**src/rtl/morse_translator_core.sv**
```systemverilog
// Morse front end: edge-detects button presses, accumulates dot/dash codes per letter,
// translates completed letters to ASCII and publishes a character buffer on Enter.
module morse_translator_core #(
    parameter int MAX_CHARS   = 16,
    parameter int MAX_SYMBOLS = 5,
    localparam int CODE_W = 2 * MAX_SYMBOLS,
    localparam int OUT_W  = 8 * MAX_CHARS,
    localparam int CNT_W  = $clog2(MAX_CHARS + 1),
    localparam int SYM_W  = $clog2(MAX_SYMBOLS + 1)
) (
    input  logic             Clk,
    input  logic             Reset,
    input  logic             Dot,
    input  logic             Dash,
    input  logic             Space,
    input  logic             EndSeq,
    input  logic             Enter,
    input  logic             Clear,
    output logic [OUT_W-1:0] translatedCharacters,
    output logic [CNT_W-1:0] CharCount,
    output logic             Full,
    output logic             Valid
);

    typedef enum logic [2:0] {
        SIG_NONE   = 3'b000,
        SIG_DOT    = 3'b001,
        SIG_DASH   = 3'b010,
        SIG_SPACE  = 3'b011,
        SIG_ENDSEQ = 3'b100
    } sig_t;

    logic [5:0]        btn_d, btn_q, btn_prev_d, btn_prev_q, ev;
    logic [CODE_W-1:0] code_d, code_q;
    logic [SYM_W-1:0]  nsym_d, nsym_q;
    logic              err_d, err_q;
    logic [OUT_W-1:0]  buf_d, buf_q, out_d, out_q;
    logic [CNT_W-1:0]  count_d, count_q, slot;
    logic              valid_d, valid_q;
    logic [1:0]        sym;
    logic [7:0]        ch;
    sig_t              sig;

    // Codes are left-justified: first symbol in the top two bits.
    function automatic logic [7:0] translate(input logic [CODE_W-1:0] code, input logic err);
        logic [7:0] c;
        case (code)
            10'b01_10_00_00_00: c = 8'h41;
            10'b10_01_01_01_00: c = 8'h42;
            10'b10_01_10_01_00: c = 8'h43;
            10'b10_01_01_00_00: c = 8'h44;
            10'b01_00_00_00_00: c = 8'h45;
            10'b01_01_10_01_00: c = 8'h46;
            10'b10_10_01_00_00: c = 8'h47;
            10'b01_01_01_01_00: c = 8'h48;
            10'b01_01_00_00_00: c = 8'h49;
            10'b01_10_10_10_00: c = 8'h4A;
            10'b10_01_10_00_00: c = 8'h4B;
            10'b01_10_01_01_00: c = 8'h4C;
            10'b10_10_00_00_00: c = 8'h4D;
            10'b10_01_00_00_00: c = 8'h4E;
            10'b10_10_10_00_00: c = 8'h4F;
            10'b01_10_10_01_00: c = 8'h50;
            10'b10_10_01_10_00: c = 8'h51;
            10'b01_10_01_00_00: c = 8'h52;
            10'b01_01_01_00_00: c = 8'h53;
            10'b10_00_00_00_00: c = 8'h54;
            10'b01_01_10_00_00: c = 8'h55;
            10'b01_01_01_10_00: c = 8'h56;
            10'b01_10_10_00_00: c = 8'h57;
            10'b10_01_01_10_00: c = 8'h58;
            10'b10_01_10_10_00: c = 8'h59;
            10'b10_10_01_01_00: c = 8'h5A;
            10'b10_10_10_10_10: c = 8'h30;
            10'b01_10_10_10_10: c = 8'h31;
            10'b01_01_10_10_10: c = 8'h32;
            10'b01_01_01_10_10: c = 8'h33;
            10'b01_01_01_01_10: c = 8'h34;
            10'b01_01_01_01_01: c = 8'h35;
            10'b10_01_01_01_01: c = 8'h36;
            10'b10_10_01_01_01: c = 8'h37;
            10'b10_10_10_01_01: c = 8'h38;
            10'b10_10_10_10_01: c = 8'h39;
            default:            c = 8'h3F;
        endcase
        return err ? 8'h3F : c;
    endfunction

    function automatic logic [OUT_W-1:0] put_char(input logic [OUT_W-1:0] b,
                                                  input logic [CNT_W-1:0] s,
                                                  input logic [7:0] c);
        logic [OUT_W-1:0] r;
        r = b;
        for (int i = 0; i < MAX_CHARS; i++) begin
            if (int'(s) == i) r[OUT_W-1-8*i -: 8] = c;
        end
        return r;
    endfunction

    always_comb begin
        btn_d      = {Clear, Enter, EndSeq, Space, Dash, Dot};
        btn_prev_d = btn_q;
        ev         = btn_q & ~btn_prev_q;
        code_d     = code_q;
        nsym_d     = nsym_q;
        err_d      = err_q;
        buf_d      = buf_q;
        out_d      = out_q;
        valid_d    = ev[4];
        slot       = count_q;
        ch         = translate(code_q, err_q);
        sym        = 2'b01;
        sig        = SIG_NONE;

        if (ev[3])      sig = SIG_ENDSEQ;
        else if (ev[2]) sig = SIG_SPACE;
        else if (ev[1]) sig = SIG_DASH;
        else if (ev[0]) sig = SIG_DOT;

        if (ev[5]) begin
            code_d = '0;
            nsym_d = '0;
            err_d  = 1'b0;
            buf_d  = '0;
            slot   = '0;
        end else begin
            case (sig)
                SIG_DOT, SIG_DASH: begin
                    sym = (sig == SIG_DASH) ? 2'b10 : 2'b01;
                    if (int'(nsym_q) < MAX_SYMBOLS) begin
                        for (int k = 0; k < MAX_SYMBOLS; k++) begin
                            if (int'(nsym_q) == k) code_d[CODE_W-1-2*k -: 2] = sym;
                        end
                        nsym_d = nsym_q + SYM_W'(1);
                    end else begin
                        err_d = 1'b1;
                    end
                end
                SIG_SPACE, SIG_ENDSEQ: begin
                    // Each append is dropped on its own when the buffer is full.
                    if (nsym_q != '0) begin
                        if (int'(slot) < MAX_CHARS) begin
                            buf_d = put_char(buf_d, slot, ch);
                            slot  = slot + CNT_W'(1);
                        end
                        code_d = '0;
                        nsym_d = '0;
                        err_d  = 1'b0;
                    end
                    if (sig == SIG_ENDSEQ && int'(slot) < MAX_CHARS) begin
                        buf_d = put_char(buf_d, slot, 8'h20);
                        slot  = slot + CNT_W'(1);
                    end
                end
                default: ;
            endcase
        end

        count_d = slot;
        if (ev[4]) out_d = buf_d;
    end

    always_ff @(posedge Clk or negedge Reset) begin
        if (!Reset) begin
            btn_q      <= '0;
            btn_prev_q <= '0;
            code_q     <= '0;
            nsym_q     <= '0;
            err_q      <= 1'b0;
            buf_q      <= '0;
            count_q    <= '0;
            out_q      <= '0;
            valid_q    <= 1'b0;
        end else begin
            btn_q      <= btn_d;
            btn_prev_q <= btn_prev_d;
            code_q     <= code_d;
            nsym_q     <= nsym_d;
            err_q      <= err_d;
            buf_q      <= buf_d;
            count_q    <= count_d;
            out_q      <= out_d;
            valid_q    <= valid_d;
        end
    end

    assign translatedCharacters = out_q;
    assign CharCount            = count_q;
    assign Full                 = (int'(count_q) == MAX_CHARS);
    assign Valid                = valid_q;

endmodule

```
**config.mk**
```make
export PLATFORM = sky130hd
export DESIGN_NAME = morse_translator_core
export DESIGN_NICKNAME = d
export VERILOG_FILES = /design/src/rtl/morse_translator_core.sv
export SDC_FILE = /design/constraint.sdc
export NUM_CORES = 1
export LEC_CHECK = 0
export CORE_ASPECT_RATIO = 0.8
export CORE_MARGIN = 5
export CORE_UTILIZATION = 63
export CTS_BUF_LIST = sky130_fd_sc_hd__clkbuf_4
export DETAILED_ROUTE_END_ITERATION = 12
export PLACE_DENSITY = 0.94
export SYNTH_ARGS = -nofsm -noshare
export SYNTH_HDL_FRONTEND = slang
export SYNTH_SLANG_ARGS = --single-unit
```
**constraint.sdc**
```tcl
create_clock -name Clk -period 5.6 [get_ports Clk]
set_input_delay 1.12 -clock Clk [delete_from_list [all_inputs] [get_ports Clk]]
set_output_delay 1.12 -clock Clk [all_outputs]
set_load 0.005 [all_outputs]
```
==> key figures, run 1 <==
Run status
  – Status: complete, no violations

Pwr
  – Clk pwr share: 32.9%
  – VDD IR-drop max: 243 uV
  – Leak: 0.00724 uW
  – Seq pwr share: 44.9%
  – Sw frac: 33.7%
  – Switch Pwr: 1810 uW
  – Power Density: 348 nW/um2
  – Internal power: 3550 uW
  – Combinational share of power: 22.2%

Clock tree
  – Clock latency on the worst-skew pair: 700 ps
  – # hold bufs at CTS: 0
  – Max H-tree Level: 3
  – Clock slew at reported path FFs: 80 ps
  – Num CTS Buffers: 71
  – Clock Sinks: 288
  – Clock Tree Buf Depth: 3
  – CTS resizes: 0
  – Clk root buf: clkbuf_4
  – Buffer count from post-CTS setup fixing: 0
  – CTS tree: yes

STA
  – Setup TNS: 0 ps
  – Final WS setup: 1420 ps
  – Clock Skew: 38.0 ps
  – Worst slew pin tran: 1370 ps
  – Fmax: 239 MHz
  – Final setup violation count: 0
  – Fin crit share: 74.7%
  – Slew margin rel.: 8.50%
  – Post-layout min period: 4180 ps
  – Final Hold Fails: 0
  – Setup repair after global routing missed its margin: no
  – Slew Viols, Final: 0

Setup path
  – CP peak stage delay: 1130 ps
  – Startpoint types: register
  – Critical path buffers and inverters: 2
  – CP max FO: 9
  – Crit Path Category: register to register
  – Crit-path cells: inv_1 > ha_1 > nor2b_1 > nor2_1 > nor2_1 > a21oi_1 > inv_1 > ha_1 > nand2_1 > a311oi_1 > nor3b_1 > nand2_1 > a31oi_1
  – Critical Path End Type: register
  – Slowest CP cell: nor3b_1
  – Worst path top cell family by delay: simple AND/OR/NAND/NOR gates
  – Crit path arrival time: 4800 ps
  – R2r setup slk: 1420 ps
  – Critical Path RT: 6210 ps

Cells and area
  – Most common cell after layout, fill and taps aside: dfrtp_1
  – # nets final: 1436
  – Commonest non-fill, non-tap cells in the layout: 288 x dfrtp_1, 173 x nand2_1, 141 x clkdlybuf4s50_1
  – Share of cells above drive strength 1: 12.2%
  – Synthesis-to-finish area growth: 18.8%

Route
  – Vias: 11600
  – Drt pass-1 iters: 8
  – # DRC: 0
  – Routed wire length: 38.4 mm
  – Final ANT Viol Nets: 0
  – WL/cell: 22.2 um
  – Drt via density: 6.69
  – Initial drt markers: 2025

GRT
  – Largest net degree at the start of global routing: 120
  – Number of antenna violations at the first check in global routing: 1
  – GRT overflow: 0
  – First-pass GRT wire length: 60.8 mm
  – GRT Overall Usage: 32.2%
  – Vias in the first global route: 11400

Synth
  – Async set-reset flop share out of synthesis: 100%
  – Flops & latches, synth: 288
  – Cell area after synthesis: 13000 um2
  – Top FF cell, synth: dfrtp_1
  – Library cells used by synthesis: 70
  – Number of synthesized flops with an enable pin: 0
  – Syn Inst Count: 1271
  – Synthesized area per cell: 10.2 um2
  – Sequential share of the synthesized area: 55.6%
  – Synth warn: 0
  – Post-Syn Nets: 1293

Floorplanning
  – Die Ht: 138 um
  – Starting Density: 63.4%
  – Die Wd: 170 um
  – Io pins: 143
  – Core area: 20500 um2
  – Core Rows: 47
  – Die ar.: 23600 um2

Hold path
  – Hold Path Class: register to register

Placed design
  – Final Wtd Congestion: 0.969
  – I/O Buffers: 142
  – Post-detail-place hpwl: 24.6 mm
  – DP Worst Slack: 1710 ps

Flow run
  – Max_cap viols: 0
power groups by stage:
stage	combinational, uW	sequential, uW	clock [uW]
floorplan	696	2360	0
global placement	1110	2430	0
detailed placement	1130	2430	0
CTS	1150	2400	1770
global route	1260	2430	1880
finish	1190	2410	1760
synth_stat cells, drive strengths merged, types with 6 or more instances:
library cell / count / area share, %
o21ai: 96 / 3.7
o31ai: 18 / 1.1
inv: 14 / 0.41
a31oi: 38 / 1.8
or2: 9 / 0.43
ha: 14 / 1.4
and2: 26 / 1.3
mux2i: 6 / 0.46
mux2: 31 / 2.7
o22ai: 14 / 0.68
a221o: 64 / 4.9
or3: 12 / 0.58
nand2: 173 / 5.0
nand2b: 20 / 0.96
buf: 19 / 0.83
and3: 76 / 3.7
nor2: 91 / 2.7
a21oi: 44 / 1.7
nor4: 11 / 0.58
nor2b: 14 / 0.68
a22oi: 6 / 0.35
xnor2: 9 / 0.61
nor3: 26 / 1.0
nand3: 20 / 0.77
dfrtp: 288 / 56
clkbuf: 67 / 1.9
cells by family after synthesis:
kind of cell             count (synthesis)  share of synthesized area (%)
flip-flops                             288                           55.6
XOR/XNOR                                10                          0.675
multiplexers                            37                           3.15
adder cells (fa/ha/maj)                 14                           1.35
AO/OA/AOI/OAI                          321                           17.0
AND/OR/NAND/NOR                        500                           19.1
buffers and inverters                  101                           3.20
per-stage QoR:
| step | area [um2] | hold WS [ps] | instances | utilization, % | power (uW) |
|---|---|---|---|---|---|
| after global placement | 14500 | 355 | 1610 | 71.0 | 3540 |
| final | 15400 | 369 | 1732 | 75.3 | 5360 |
| after detailed placement | 14500 | 364 | 1610 | 71.0 | 3560 |
| after CTS | 15400 | 376 | 1731 | 75.3 | 5310 |
| after global routing | 15400 | 389 | 1732 | 75.3 | 5570 |
| after floorplan | 13000 | 347 | 1271 | - | 3060 |
per-layer routing:
metal	part of all wire [%]	global-route usage [%]
met3	13	9.30
met4	4.5	14.8
met2	45	47.6
met1	38	44.6
met5	0	0
state kept, by name, indices dropped and copies added (netlist names):
name	count
CharCount	5
Valid	1
btn_prev_d	6
btn_prev_q	6
buf_q	128
code_q	10
err_q	1
nsym_q	3
translatedCharacters	128
area by class of cell:
type | count | area (um2)
flip-flops and latches | 288 | 7210
multi-input cells | 882 | 5400
fillers | 1319 | 5050
repair buffers | 156 | 1530
clock buffers | 98 | 736
well taps | 269 | 337
clock inverters | 23 | 144
inverters | 15 | 58.8
diodes | 1 | 2.50
final timing paths:
kind,start,endpoint,cells past startpoint
min,btn_prev_d[0],btn_prev_q[0],0
min in group asynchronous,Reset,btn_prev_d[4],1
max reg2reg,nsym_q[0],translatedCharacters[70],13
min reg2reg,btn_prev_d[0],btn_prev_q[0],0
max in group asynchronous,Reset,btn_prev_d[0],2
max,nsym_q[0],translatedCharacters[70],13
(Power assumes the default switching activity.)
==> run 2: changes to the inputs <==
--- a/config.mk
+++ b/config.mk
@@ -7,10 +7,10 @@
 export LEC_CHECK = 0
 export CORE_ASPECT_RATIO = 0.8
 export CORE_MARGIN = 5
-export CORE_UTILIZATION = 63
+export CORE_UTILIZATION = 59
 export CTS_BUF_LIST = sky130_fd_sc_hd__clkbuf_4
 export DETAILED_ROUTE_END_ITERATION = 12
-export PLACE_DENSITY = 0.94
+export PLACE_DENSITY = 0.89
 export SYNTH_ARGS = -nofsm -noshare
 export SYNTH_HDL_FRONTEND = slang
 export SYNTH_SLANG_ARGS = --single-unit
==> constraint.sdc (replaced) <==
create_clock -name Clk -period 4.2 [get_ports Clk]
set_input_delay 0.84 -clock Clk [delete_from_list [all_inputs] [get_ports Clk]]
set_output_delay 0.84 -clock Clk [all_outputs]
set_load 0.005 [all_outputs]
==> key figures, run 2 (synthesized netlist as in run 1, its figures left out) <==
Route
  – # DRC: 0 (unchanged)
  – Routed wire length: 36.8 mm (-4.3%)
  – Vias: 11200 (-3.5%)
  – Drt pass-1 iters: 6 (-2)
  – Drt via density: 6.37 (-4.8%)
  – WL/cell: 20.9 um (-5.6%)
  – Final ANT Viol Nets: 0 (unchanged)
  – Initial drt markers: 1251 (-38%)

STA
  – Fin crit share: 88.8% (+14 points)
  – Setup repair after global routing missed its margin: no
  – Slew margin rel.: 30.1% (+22 points)
  – Clock Skew: 44.0 ps (+6.04 ps)
  – Final setup violation count: 0 (unchanged)
  – Final Hold Fails: 0 (unchanged)
  – Worst slew pin tran: 1040 ps (-330 ps)
  – Setup TNS: 0 ps (unchanged)
  – Post-layout min period: 3730 ps (-451 ps)
  – Fmax: 268 MHz (+12%)
  – Slew Viols, Final: 0 (unchanged)

Clock tree
  – Clock latency on the worst-skew pair: 690 ps (about the same)
  – Clock Sinks: 288 (unchanged)
  – CTS tree: yes
  – Clock slew at reported path FFs: 60 ps (-20 ps)
  – Buffer count from post-CTS setup fixing: 0 (unchanged)
  – CTS resizes: 0 (unchanged)
  – Max H-tree Level: 3 (unchanged)
  – Num CTS Buffers: 72 (+1.4%)
  – # hold bufs at CTS: 0 (unchanged)
  – Clock Tree Buf Depth: 3 (unchanged)
  – Clk root buf: clkbuf_4

Pwr
  – Internal power: 4840 uW (+36%)
  – Leak: 0.00734 uW (+1.4%)
  – Sw frac: 32.6% (-1.1 points)
  – Total power: 7180 uW (+34%)
  – Clk pwr share: 33.0% (about the same)
  – Combinational share of power: 22.4% (+0.2 points)
  – VDD IR-drop max: 237 uV (-2.5%)
  – Power Density: 460 nW/um2 (+32%)
  – Seq pwr share: 44.5% (-0.4 points)
  – Switch Pwr: 2340 uW (+30%)

Floorplanning
  – Die Wd: 176 um (+3.1%)
  – Die Ht: 143 um (+3.1%)
  – Core Rows: 48 (+2.1%)
  – Die ar.: 25100 um2 (+6.3%)
  – Io pins: 143 (unchanged)
  – Starting Density: 60.0% (-3.4 points)
  – Core area: 21600 um2 (+5.6%)

Setup path
  – Crit-path cells: inv_1 > ha_1 > nor2b_1 > nor2_1 > nor2_1 > a21oi_1 > inv_1 > ha_1 > nor2b_1 > ha_1 > a21oi_1 > nor2_1 > nor2_1 > and2_1 > mux2_2
  – Startpoint types: register
  – Most used cell along the critical path: nor2_1
  – Worst path top cell family by delay: simple AND/OR/NAND/NOR gates
  – R2R Path Start: nsym_q[0]
  – CP max FO: 11 (+2)
  – Slowest CP cell: nor2_1
  – Crit Path Category: register to register
  – Worst setup path startpoint: nsym_q[0]
  – CP peak stage delay: 600 ps (-530 ps)
  – R2R depth: 15 (+2)
  – R2r setup slk: 470 ps (-950 ps)
  – Crit path arrival time: 4340 ps (-460 ps)
  – R2R Path End: translatedCharacters[7]
  – Critical Path RT: 4810 ps (-1400 ps)
  – Critical path buffers and inverters: 2 (unchanged)
  – Critical Path End Type: register

Cells and area
  – Layout fillers: 1445 (+9.6%)
  – Commonest non-fill, non-tap cells in the layout: 288 x dfrtp_1, 173 x nand2_1, 141 x clkdlybuf4s50_1
  – Share of cells above drive strength 1: 13.2% (+1.0 points)
  – Synthesis-to-finish area growth: 20.3%
  – Finished Cell Area: 15600 um2 (+1.2%)
  – Most common cell after layout, fill and taps aside: dfrtp_1
  – # nets final: 1459 (+1.6%)
  – Register area: 7210 um2 (unchanged)
  – Fin cells: 1755 (+1.3%)
  – Area of the multi-input gates: 5380 um2 (-0.35%)

Run status
  – Status: complete, no violations

Placed design
  – I/O Buffers: 142 (unchanged)
  – Post-detail-place hpwl: 24.9 mm (+1.3%)
  – Dpl cell area: 14700 um2 (+1.2%)
  – Placed Cells incl. Taps: 1638 (+1.7%)
  – Final Wtd Congestion: 0.976 (+0.67%)

GRT
  – Vias in the first global route: 10900 (-4.3%)
  – Number of antenna violations at the first check in global routing: 1 (unchanged)
  – Largest net degree at the start of global routing: 109 (-9.2%)
  – GRT Overall Usage: 29.5% (-2.7 points)
  – First-pass GRT wire length: 59.1 mm (-2.7%)
  – GRT overflow: 0 (unchanged)

Flow run
  – Max_cap viols: 0 (unchanged)

Hold path
  – Hold Path Class: primary input to asynchronous set/reset pin
[run 2: changes by cell type in the layout (fill, tap and decap cells not counted), sizes merged]
cell / change
bufinv: +1
inv: -3
clkinvlp: -1
clkinv: -2
buf: +22
[run 2: layout make-up]
cell class                 count  share of cell area, %
clock buffer                  98                   4.72
multi-input combinational    882                   34.5
inverter                      15                  0.377
sequential                   288                   46.2
antenna                        1                 0.0160
clock inverter                18                  0.978
timing repair buffer         178                   11.0
tap                          275                   2.21
[run 2: layer usage]
metal  wire length [um]  up-vias  global-route usage, %
met3               3450      107                   6.43
met4               1290        0                   12.0
met5                  0        -                      0
li1                   -     4978                      -
met2              16600      621                   44.5
met1              15500     5475                   42.4
[run 2: worst max-delay path by stage]
| stage | cells after the start | to | slack, ps |
|---|---|---|---|
| 2_1_floorplan | 13 | translatedCharacters[76] | 1150 |
| 3_3_place_gp | 11 | translatedCharacters[84] | 720 |
| 3_5_place_dp | 15 | translatedCharacters[7] | 580 |
| 4_1_cts | 15 | translatedCharacters[7] | 490 |
| 5_1_grt | 15 | translatedCharacters[7] | 170 |
| 6_report | 15 | translatedCharacters[7] | 470 |
[run 2: power by group through the flow]
stage                     combinational (uW)  clock [uW]  sequential, uW
after CTS                               1580        2400            3190
after detailed placement                1570           0            3240
after floorplan                          928           0            3150
after global routing                    1730        2550            3220
after global placement                  1560           0            3230
final                                   1610        2370            3200
[run 2: through the flow]
stage / hold slack (ps) / utilization, % / setup WS, ps
floorplan: 347 / - / 1150
global placement: 355 / 68.0 / 717
detailed placement: 371 / 68.0 / 580
CTS: 202 / 72.1 / 492
global route: 241 / 72.2 / 167
finish: 179 / 72.2 / 469
==> edit, RTL diff (flow settings as in run 2) <==
The parameter `MAX_SYMBOLS` goes from 5 to 10.
--- a/src/rtl/morse_translator_core.sv
+++ b/src/rtl/morse_translator_core.sv
@@ -4,3 +4,3 @@
     parameter int MAX_CHARS   = 16,
-    parameter int MAX_SYMBOLS = 5,
+    parameter int MAX_SYMBOLS = 10,
     localparam int CODE_W = 2 * MAX_SYMBOLS,
Formal check against the unedited RTL: not equivalent (a bounded check fails within 4 cycles, from zero or initial values and one cycle with Reset low).
==> edit against run 2 <==
  * Cell area is 5.3% higher
  * Synthesized cell count is 6.7% higher
  * Power is 2.7% lower
  * Worst setup slack worse by 0.19 ns
  * Sequential share of layout area is 0.64 points lower
  * Sequential cell count is 11 higher
  * Fmax is 4.8% lower
  * Cell count is 7.4% higher
  * Hold slack worse by 0.060 ns
  * Area after synthesis is 5.4% higher
  * Clock power is 3% lower
  * Via count is 7.9% higher
  * Sequential power is 3% higher
  * Routed wire length is 13% higher
  * Critical path type unchanged
  * Largest power group unchanged
==> edit: results (changes against run 2) <==
[synthesis] Mean Syn Cell Area 10.1 um^2 [-1.2%]
[drt] wire length per cell after detailed routing 22.1 um [+5.6%]
[grt] Total Routing Usage GR 31.1% [+1.6 points]
[power] combinational-cell power consumption 0.00140 W [-13%]
[place] HPWL reported at the end of detailed placement 29100 um [+17%]
[synthesis] portion of netlist area occupied by mux cells 4.26% [+1.1 points]
[synthesis] Post-Synth Adder-Cell Area 1.19% [-0.16 points]
[drt] met2 wire len 18600 um [+12%]
[cells_and_area] fillcell total 1581 [+9.4%]
[synthesis] xor/xnor share of the synthesized area 0.448% [-0.23 points]
[power] reported sequential group power 0.00330 W [+3%]
[drt] Via density 6.40 [+0.52%]
[place] final weighted congestion of routability-driven global placement 1.00 [+2.7%]
[synthesis] Netlist cell types 68 [-2.9%]
[grt] GR Util met2 45.6% [+1.2 points]
[synthesis] warnings from Yosys 0 [unchanged]
[drt] number of iterations in the first detailed-routing pass 6 [unchanged]
[outcome] result of the run complete, no violations
[synthesis] synthesized-area fraction occupied by ao, oa, aoi and oai cells 16.2% [-0.84 points]
[grt] maximum number of pins on one net before global-route repair 109 [unchanged]
[grt] antenna violations before repair 2 [+1]
[clocking] clock buffer count from CTS 74 [+2.8%]
[drt] drt first-iter violations 1507 [+20%]
[synthesis] most frequent cells after synthesis sky130_fd_sc_hd__dfrtp_1 (299), sky130_fd_sc_hd__nand2_1 (193), sky130_fd_sc_hd__o21ai_0 (110), sky130_fd_sc_hd__nor2_1 (98), sky130_fd_sc_hd__clkbuf_1 (69)
[place] number of placed instances with taps included 1769 [+8.0%]
[synthesis] proportion of synthesized chip area in sequential cells 54.7% [-0.83 points]
[power] Lkg Pwr 7.43 nW [+1.2%]
[grt] fraction of met1 tracks used by global routing 46.1% [+3.7 points]
[power] Switch Pwr 0.00218 W [-6.9%]
[setup_path] CP Data Arrival Time 4.56 ns [+0.22 ns]
[power] worst ir drop on vdd 269 uV [+13%]
[place] dpl cell area 15600 um^2 [+5.9%]
[sta] Worst Skew 0.0589 ns [+0.0149 ns]
[place] worst-case setup slack after placement 0.391 ns [-0.189 ns]
[synthesis] net count of the mapped netlist 1377 [+6.5%]
[drt] routed via count 12100 [+7.9%]
[floorplan] Chip Width 180 um [+2.5%]
[setup_path] crit path max fanout 10 [-1]
[drt] detailed route wirelength on metal3 4350 um [+26%]
[sta] Slew Limit Headroom 11.4% [-19 points]
[synthesis] synth top area cells sky130_fd_sc_hd__dfrtp_1 (55%), sky130_fd_sc_hd__nand2_1 (5.3%), sky130_fd_sc_hd__mux2_2 (4.1%)
[cells_and_area] layout net count 1560 [+6.9%]
[cells_and_area] layout cells sized above 1 14.9% [+1.7 points]
[drt] Post-Route M1 WL 17800 um [+15%]
[setup_path] crit path max-delay cell type sky130_fd_sc_hd__a311oi_1
[setup_path] family of cells with the greatest summed delay on the critical path compound AO/OA/AOI/OAI gates
[clocking] post-cts repair resize count 0 [unchanged]
[grt] met3 track demand over resource in global routing 7.68% [+1.3 points]
[setup_path] stage delay of the slowest cell on the critical path 0.99 ns [+0.39 ns]
[grt] global-route wire length before repair 65900 um [+11%]
edit: worst paths after layout:
path / start / to / slack, ns / cells after the start
hold / removal: Reset / buf_q[91] / 0.12 / 1
max in group asynchronous: Reset / buf_q[23] / 3.01 / 2
min in group Clk: btn_prev_d[0] / btn_prev_q[0] / 0.38 / 0
setup / recovery: nsym_q[0] / translatedCharacters[49] / 0.28 / 14
setup reg to reg: nsym_q[0] / translatedCharacters[49] / 0.28 / 14
hold reg to reg: btn_prev_d[0] / btn_prev_q[0] / 0.38 / 0
edit: layout make-up:
cell class,count,area share [%]
timing repair buffer,192,11.2
sequential,299,45.6
tap,306,2.33
inverter,14,0.335
multi-input combinational,958,35.4
clock inverter,16,0.678
clock buffer,98,4.48
antenna,1,0.0152
edit: through the flow:
step                      hold WS, ns  total power (W)  utilization (%)
after floorplan                 0.355          0.00406                -
after global placement          0.365          0.00468             68.8
final                           0.119          0.00699             72.6
after global routing            0.187          0.00730             72.6
after detailed placement        0.379          0.00471             68.8
after CTS                       0.167          0.00697             72.6
